[config.mk]
export PLATFORM = sky130hd
export DESIGN_NAME = pa_perips_intc
export DESIGN_NICKNAME = d
export VERILOG_FILES = /design/src/rtl/pa_perips_intc_pkg.sv /design/src/rtl/pa_perips_intc_sync.sv /design/src/rtl/pa_perips_intc.sv
export SDC_FILE = /design/constraint.sdc
export NUM_CORES = 1
export LEC_CHECK = 0
export ABC_CLOCK_PERIOD_IN_PS = 2700
export BUFFER_PORTS_ARGS = -buffer_cell sky130_fd_sc_hd__buf_2
export CAP_MARGIN = 20
export CORE_MARGIN = 3
export CORE_UTILIZATION = 48
export CTS_BUF_LIST = sky130_fd_sc_hd__clkbuf_16
export CTS_CLUSTER_DIAMETER = 30
export CTS_CLUSTER_SIZE = 40
export DETAILED_ROUTE_END_ITERATION = 12
export GPL_TIMING_DRIVEN = 0
export PLACE_DENSITY = 0.86
export SYNTH_ARGS = -nofsm -noshare
export SYNTH_HDL_FRONTEND = slang
export SYNTH_SLANG_ARGS = --single-unit
export TNS_END_PERCENT = 50
[constraint.sdc]
create_clock -name clk_i -period 2.7 [get_ports clk_i]
set_clock_uncertainty 0.15 [all_clocks]
set_input_delay 0.27 -clock clk_i [delete_from_list [all_inputs] [get_ports clk_i]]
set_output_delay 0.27 -clock clk_i [all_outputs]
set_load 0.05 [all_outputs]
[src/rtl/pa_perips_intc_pkg.sv]
// Shared register word offsets and FSM state encoding for the external interrupt controller.
package pa_perips_intc_pkg;

  // Word indices (byte address [7:2]) of the register map
  localparam logic [5:0] INTC_PENDING  = 6'h00;
  localparam logic [5:0] INTC_ENABLE   = 6'h01;
  localparam logic [5:0] INTC_CLAIM    = 6'h02;
  localparam logic [5:0] INTC_COMPLETE = 6'h03;

  localparam int ID_W = 5;

  typedef enum logic [1:0] {
    S_IDLE   = 2'd0,
    S_ASSERT = 2'd1,
    S_BUSY   = 2'd2,
    S_GAP    = 2'd3
  } intc_state_e;

endpackage

[src/rtl/pa_perips_intc_sync.sv]
// Per-source 2-flop synchronizer followed by a rising-edge detector on the synced level.
module pa_perips_intc_sync #(
  parameter int WIDTH = 8
) (
  input  logic             clk,
  input  logic             rst,
  input  logic [WIDTH-1:0] level,
  output logic [WIDTH-1:0] rise
);

  logic [WIDTH-1:0] meta_reg;
  logic [WIDTH-1:0] sync_reg;
  logic [WIDTH-1:0] prev_reg;

  always_ff @(posedge clk) begin
    if (rst) begin
      meta_reg <= '0;
      sync_reg <= '0;
      prev_reg <= '0;
    end else begin
      meta_reg <= level;
      sync_reg <= meta_reg;
      prev_reg <= sync_reg;
    end
  end

  for (genvar gi = 0; gi < WIDTH; gi++) begin : g_rise
    assign rise[gi] = sync_reg[gi] & ~prev_reg[gi];
  end

endmodule

[src/rtl/pa_perips_intc.sv]
// Machine external interrupt controller: edge-latched pending, enable mask, fixed priority,
// claim/complete handshake and a guaranteed low gap on irq_o between requests.
module pa_perips_intc
  import pa_perips_intc_pkg::*;
#(
  parameter int IRQ_NUM    = 8,
  parameter int GAP_CYCLES = 2
) (
  input  logic               clk_i,
  input  logic               rst_i,
  input  logic [IRQ_NUM-1:0] src_irq_i,
  input  logic [7:0]         addr_i,
  input  logic               wr_en_i,
  input  logic               rd_en_i,
  input  logic [31:0]        wdata_i,
  output logic [31:0]        rdata_o,
  output logic               irq_o
);

  localparam int CNT_W = (GAP_CYCLES > 1) ? $clog2(GAP_CYCLES) : 1;
  localparam logic [CNT_W-1:0] GAP_LOAD = CNT_W'(GAP_CYCLES - 1);

  logic [IRQ_NUM-1:0] rise;
  logic [IRQ_NUM-1:0] pending_reg;
  logic [IRQ_NUM-1:0] enable_reg;
  logic [IRQ_NUM-1:0] active;
  logic [IRQ_NUM-1:0] w1c_mask;
  logic [IRQ_NUM-1:0] claim_clr;
  logic [ID_W-1:0]    id;
  logic [ID_W-1:0]    claim_id_reg;
  logic [CNT_W-1:0]   gap_reg;
  intc_state_e        state_reg;
  logic               irq_reg;
  logic [31:0]        rdata_reg;
  logic [31:0]        rdata_next;
  logic [5:0]         word;
  logic               claim_take;
  logic               complete_ok;
  logic               unused_bits;

  pa_perips_intc_sync #(.WIDTH(IRQ_NUM)) u_sync (
    .clk   (clk_i),
    .rst   (rst_i),
    .level (src_irq_i),
    .rise  (rise)
  );

  assign word        = addr_i[7:2];
  assign active      = pending_reg & enable_reg;
  assign unused_bits = ^{addr_i[1:0], wdata_i[31:IRQ_NUM]};

  // Lowest index wins: scan downward so the last hit is the highest-priority source
  always_comb begin
    id = '0;
    for (int i = IRQ_NUM - 1; i >= 0; i--) begin
      if (active[i]) id = ID_W'(i + 1);
    end
  end

  assign claim_take  = rd_en_i && (word == INTC_CLAIM) && (state_reg == S_ASSERT) && (id != '0);
  assign complete_ok = wr_en_i && (word == INTC_COMPLETE) && (state_reg == S_BUSY) &&
                       (wdata_i[ID_W-1:0] == claim_id_reg);
  assign w1c_mask    = (wr_en_i && (word == INTC_PENDING)) ? wdata_i[IRQ_NUM-1:0] : '0;

  always_comb begin
    claim_clr = '0;
    for (int i = 0; i < IRQ_NUM; i++) begin
      claim_clr[i] = claim_take && (id == ID_W'(i + 1));
    end
  end

  always_comb begin
    rdata_next = rdata_reg;
    if (rd_en_i) begin
      case (word)
        INTC_PENDING: rdata_next = 32'(pending_reg);
        INTC_ENABLE:  rdata_next = 32'(enable_reg);
        INTC_CLAIM:   rdata_next = (state_reg == S_ASSERT) ? 32'(id) : 32'd0;
        default:      rdata_next = 32'd0;
      endcase
    end
  end

  // New edges are ORed in last so a same-cycle set beats any clear
  always_ff @(posedge clk_i) begin
    if (rst_i) begin
      pending_reg  <= '0;
      enable_reg   <= '0;
      claim_id_reg <= '0;
      rdata_reg    <= '0;
    end else begin
      pending_reg <= (pending_reg & ~w1c_mask & ~claim_clr) | rise;
      rdata_reg   <= rdata_next;
      if (wr_en_i && (word == INTC_ENABLE)) enable_reg <= wdata_i[IRQ_NUM-1:0];
      if (claim_take) claim_id_reg <= id;
    end
  end

  always_ff @(posedge clk_i) begin
    if (rst_i) begin
      state_reg <= S_IDLE;
      gap_reg   <= '0;
      irq_reg   <= 1'b0;
    end else begin
      case (state_reg)
        S_IDLE: begin
          if (|active) begin
            state_reg <= S_ASSERT;
            irq_reg   <= 1'b1;
          end
        end
        S_ASSERT: begin
          if (claim_take) begin
            state_reg <= S_BUSY;
            irq_reg   <= 1'b0;
          end else if (!(|active)) begin
            state_reg <= S_GAP;
            gap_reg   <= GAP_LOAD;
            irq_reg   <= 1'b0;
          end
        end
        S_BUSY: begin
          if (complete_ok) begin
            state_reg <= S_GAP;
            gap_reg   <= GAP_LOAD;
          end
        end
        S_GAP: begin
          if (gap_reg == '0) state_reg <= S_IDLE;
          else               gap_reg   <= gap_reg - 1'b1;
        end
        default: begin
          state_reg <= S_IDLE;
          irq_reg   <= 1'b0;
        end
      endcase
    end
  end

  assign rdata_o = rdata_reg;
  assign irq_o   = irq_reg;

endmodule

# After elaboration in Yosys (flattened, before gate mapping)
# Index checks and enable logic that the tools add are counted.
# totals
regBits,81
output_inout_bits,33
# classes
add_sub_neg,1
n_eq_ne,21
muxes,26
bitwise,22
reduce_logical,25
# ops
op,count
two-way mux 5 bit,8
AND 8 bit,3
one-hot mux 8 bit (3 select lines),1
"== test 5 x 3 -> 1 bit, second input constant",4
logical AND 1 bit,16
NOT 8 bit,2
"== test 6 x 2 -> 1 bit, second input constant",2
"== test 5 x 2 -> 1 bit, second input constant",2
two-way mux 2 bit,5
"inequality test 2 bit, second input constant",5
AND 1 bit,8
two-way mux 8 bit,1
NOT 1 bit,8
OR 8 bit,1
one-hot mux 2 bit (4 select lines),1
AND reduction 4 bit,2
OR reduction 8 bit,1
two-way mux 1 bit,7
"== test 6 x 1 -> 1 bit, second input constant",1
zero test 6 bit,1
"== test 5 x 1 -> 1 bit, second input constant",1
"== test 5 x 4 -> 1 bit, second input constant",1
== test 5 bit,1
nonzero test 5 bit,1
11 further kinds,12

# Depth between registers and ports, before layout
# logic_depth
ltp_word,15
depth_mapped,8

# Cells and area by module
# Synthesis repeated with hierarchy kept, for this count alone.
# unflattened
cells_unflattened,298
area_unflattened_um2,2650.0
# by_module_without_submodules
mod,instances,cells_per_inst,area_each_um2,seq_area_each_um2
pa_perips_intc,1,240,1906.8,640.6
pa_perips_intc_sync,1,58,743.2,480.5

# Worst setup path after synthesis
# Ideal clock, no wire load.
# synth_timing
kind,reg-to-reg
from,reg pending_reg[2]
to,reg pending_reg[3]
setup_ns,0.117
t_arrival_ns,1.843
t_required_ns,2.433
slack_ns,0.590
path_stages_with_launch,6
path_cell_list,dfxtp_1 -> a222oi_1 -> a21boi_2 -> o21ai_1 -> or4_1 -> a32o_1
# synth_between
elab_chain_cells,10
word_cells_on_any_way,11
cone_classes,eq/ne: 1; mux: 3; bitwise: 4; reduce/logical: 3
# synth_rtl
element,line_no,source
"start, declared",pa_perips_intc.sv:24,logic [IRQ_NUM-1:0] pending_reg;
"start signal, assigned",pa_perips_intc.sv:92,pending_reg <= (pending_reg & ~w1c_mask & ~claim_clr) | rise;
AND 8 bit (*),pa_perips_intc.sv:49,assign active = pending_reg & enable_reg;
two-way mux 5 bit (*) (3 in a row),pa_perips_intc.sv:56,if (active[i]) id = ID_W'(i + 1);
nonzero test 5 bit,pa_perips_intc.sv:60,assign claim_take = rd_en_i && (word == INTC_CLAIM) && (state_reg == S_ASSERT) && (id != '0);
logical AND 1 bit,pa_perips_intc.sv:60,
logical AND 1 bit (*),pa_perips_intc.sv:68,claim_clr[i] = claim_take && (id == ID_W'(i + 1));
NOT 8 bit (*),pa_perips_intc.sv:92,
AND 8 bit (*),pa_perips_intc.sv:92,
OR 8 bit (*),pa_perips_intc.sv:92,
# Every way passes the cells marked *; elsewhere a longest branch is shown, timed or not.
# A chain may end at the register's enable or synchronous reset.

# Worst setup path in the final report
# layout_timing
from,reg enable_reg[2]
to,reg pending_reg[1]
# layout_between
elab_chain_cells,10
word_cells_on_any_way,11
cone_classes,eq/ne: 1; mux: 3; bitwise: 4; reduce/logical: 3
# layout_rtl
element,line_no,source
"start, declared",pa_perips_intc.sv:25,logic [IRQ_NUM-1:0] enable_reg;
"start signal, assigned",pa_perips_intc.sv:94,if (wr_en_i && (word == INTC_ENABLE)) enable_reg <= wdata_i[IRQ_NUM-1:0];
AND 8 bit (*),pa_perips_intc.sv:49,
two-way mux 5 bit (*) (3 in a row),pa_perips_intc.sv:56,
nonzero test 5 bit,pa_perips_intc.sv:60,
logical AND 1 bit,pa_perips_intc.sv:60,
logical AND 1 bit (*),pa_perips_intc.sv:68,
NOT 8 bit (*),pa_perips_intc.sv:92,
AND 8 bit (*),pa_perips_intc.sv:92,
OR 8 bit (*),pa_perips_intc.sv:92,
# Marks and branches as above.

==> out/qor.csv <==
stage;metric;value;unit
status;status;completed;
timing;final.setup.tns;0;ns
place;dpl.cell_count;418;
critical_path;critPathMaxFanout;7;
cells_and_area;regArea;0.00112;mm2
clocking;cts_num_sinks;56;
detailed_routing;wl;5580;um
critical_path;crit_end;pending_reg[1]$_SDFF_PP0_;
logic_synthesis;ys_types;49;
detailed_routing;via_count;2182;
timing;layout_min_cycle_time;2.42;ns
clocking;cts_resized;0;
power;vdd_drop_max;0.000372;V
logic_synthesis;ys_seq_area_share;41.8;%
timing;max_freq;414;MHz
detailed_routing;drcViolationCount;0;
critical_path;r2r-end;pending_reg[1]$_SDFF_PP0_;
global_routing;grt_pass1_vias;1896;
cells_and_area;nNetsFinal;412;
cells_and_area;diodes;0;
clocking;clk_pin_slew;0.07;ns
logic_synthesis;yosysTopAreaCellShare;41.8;%
timing;post-route-period-util;89.5;%
clocking;clock_path_buffers;2;
logic_synthesis;synth-edff-count;0;
detailed_routing;ant_nets;0;
logic_synthesis;avgSynthCellArea;9.15;um2
die;row_count;26;
logic_synthesis;synthMuxAreaShare;6.16;%
logic_synthesis;synth_compound_area_share;16.7;%
cells_and_area;drive_above_1_share;22.2;%
critical_path;rrSetupSlack;0.28;ns
clocking;clkLatencyLatePin;0.29;ns
critical_path;worstPathRequired;2.73;ns
critical_path;r2r_cells;6;
die;dieWidth;80.7;um
critical_path;cp-start-kind;flop;
logic_synthesis;synth_common_cells;dfxtp_1 (56), nor2b_1 (29), buf_4 (25);
flow_run;cap_viol_max_count;0;
cells_and_area;utilization;60.5;%
critical_path;critPathKind;flop to flop;
logic_synthesis;synth-xor-area-share;1.31;%
die;die_h;80.7;um
timing;rsz0062_at_grt;false;
logic_synthesis;synth_area_leader_cell;dfxtp_1;
logic_synthesis;synth-adder-area-share;2.33;%
clocking;post_cts_buffers;0;
global_routing;overflow;0;
detailed_routing;vias_per_cell;5.12;
detailed_routing;avgRoutedWirePerCell;13.1;um
critical_path;critPathArrivalTime;2.44;ns
global_routing;grtUsageTotal;18.0;%
clocking;htree_levels;2;
timing;hold_viol_final;0;
timing;slew_viol_final;0;
die;pin_count;85;
place;gp_congestion;0.903;
logic_synthesis;syn_inst;293;
logic_synthesis;netlist_area;0.00268;mm2
die;start_util;50.9;%
die;core-area;0.00527;mm2
logic_synthesis;ys.warnings.count;0;
global_routing;antenna_found_initial;0;
logic_synthesis;synth_top_family_by_area;simple AND/OR/NAND/NOR gates;
min_path;hp-class;input port to flop;
die;dieArea;0.00652;mm2
critical_path;critPathCaptureType;flop;
timing;whs;0.0320;ns
cells_and_area;area_growth;18.9;%
place;io_buffer_count;32;
timing;worst_pin_slew;1.05;ns
timing;slew_headroom;29.6;%
detailed_routing;first_pass_iters;5;
logic_synthesis;synthArstFlopShare;0;%
place;dpl.hpwl;4230;um
global_routing;grt_pass1_wl;8940;um
critical_path;worstSetupStartpoint;enable_reg[2]$_SDFFE_PP0P_;
logic_synthesis;synth-seq-cells;56;
cells_and_area;final_cells;426;
clocking;cts_hold_buf;0;
cells_and_area;fillers;463;
timing;setup_viol;0;
clocking;cts_root_buf;clkbuf_16;
logic_synthesis;yosysMostFrequentCell;dfxtp_1;
clocking;cts_tree;built;
detailed_routing;drtIter0Drc;281;
logic_synthesis;synthSimpleGateAreaFrac;21.8;%
power;p_total;1970;uW
global_routing;grt_max_degree;19;
logic_synthesis;ys.flop_type;dfxtp_1;
power;p_leak;0.00138;uW
power;pwr_density_cell;618;mW/mm2
critical_path;r2r_start;enable_reg[2]$_SDFFE_PP0P_;
logic_synthesis;yosys-top-cells-area;dfxtp_1 (42%), buf_4 (7.0%), nor2b_1 (6.8%), mux2i_1 (4.5%), a21oi_1 (3.2%);
clocking;numCtsBuffers;5;
cells_and_area;multiInputGateArea;0.00138;mm2
-- area by class of cell --
| type | count | share of cell area [%] |
|---|---|---|
| Multi-Input combinational cell | 215 | 43.4 |
| Inverter | 10 | 1.18 |
| Buffer | 35 | 7.07 |
| Sequential cell | 56 | 35.2 |
| Tap cell | 70 | 2.75 |
| Clock buffer | 5 | 3.93 |
| Timing Repair Buffer | 32 | 5.03 |
| Clock inverter | 3 | 1.45 |
-- critical path, stage by stage, from the launching register on --
cell and delay, ns:
dfxtp_1 0.36, a22o_2 0.24, a31oi_1 0.45, a2bb2oi_1 0.64, nand2_1 0.15, o21ai_0 0.21
o21ai_0 0.10
-- layout by cell type, fill, tap and decap left out, drive strengths merged, types with 2 or more instances in the layout --
cell and count:
a22o 3, nor3b 4, a211oi 4, xor2 4, nand3 8, nand2 22
nor2 19, or4 2, conb 24, mux2 4, o21ai 8, clkbuf 15
a21oi 17, mux2i 12, nand2b 9, nor2b 29, o22ai 2, ha 5
a32o 3, inv 11, nor3 5, a222oi 2, dfxtp 56, nand3b 4
buf 57, o2bb2ai 4, a21boi 2, o211ai 2, a22oi 4
-- worst min path at each step --
stage                                          endpoint  slack (ns)                           from  cells past startpoint
after floorplan           u_sync.meta_reg[0]$_SDFF_PP0_        0.25                   src_irq_i[0]                      1
after global placement        pending_reg[5]$_SDFF_PP0_        0.25  u_sync.prev_reg[5]$_SDFF_PP0_                      1
after detailed placement      pending_reg[5]$_SDFF_PP0_        0.27  u_sync.prev_reg[5]$_SDFF_PP0_                      1
after CTS                 u_sync.meta_reg[2]$_SDFF_PP0_        0.03                   src_irq_i[2]                      2
after global routing      u_sync.meta_reg[2]$_SDFF_PP0_        0.03                   src_irq_i[2]                      2
final                     u_sync.meta_reg[5]$_SDFF_PP0_        0.03                   src_irq_i[5]                      2
-- cell families after synthesis --
group           count (synthesis)
other cells                     1
xor+xnor                        4
simple gates                  107
flops                          56
buf+inv                        45
mux                            16
fa+ha+maj                       5
compound gates                 59
-- report_power, final --
group          internal [uW]  switching (uW)  total [uW]
registers                864            26.8         891
logic                    127             209         336
clock network            443             299         741
-- metal layers --
layer	wire (um)	part of all wire (%)	up-vias	GRT usage [%]
met1	2270	41	978	22.5
li1	-	-	1094	-
met4	125	2.2	0	7.26
met2	2700	48	99	29.6
met5	0	0	-	0
met3	478	8.6	11	4.77
-- through the flow --
stage	worst slack [ns]	area, um2
5_1_grt	0.114	3190
2_1_floorplan	0.590	2770
4_1_cts	0.321	3190
3_5_place_dp	0.175	3020
6_report	0.283	3190
3_3_place_gp	0.152	3020
Note: power is estimated with default switching activity, not from simulation.
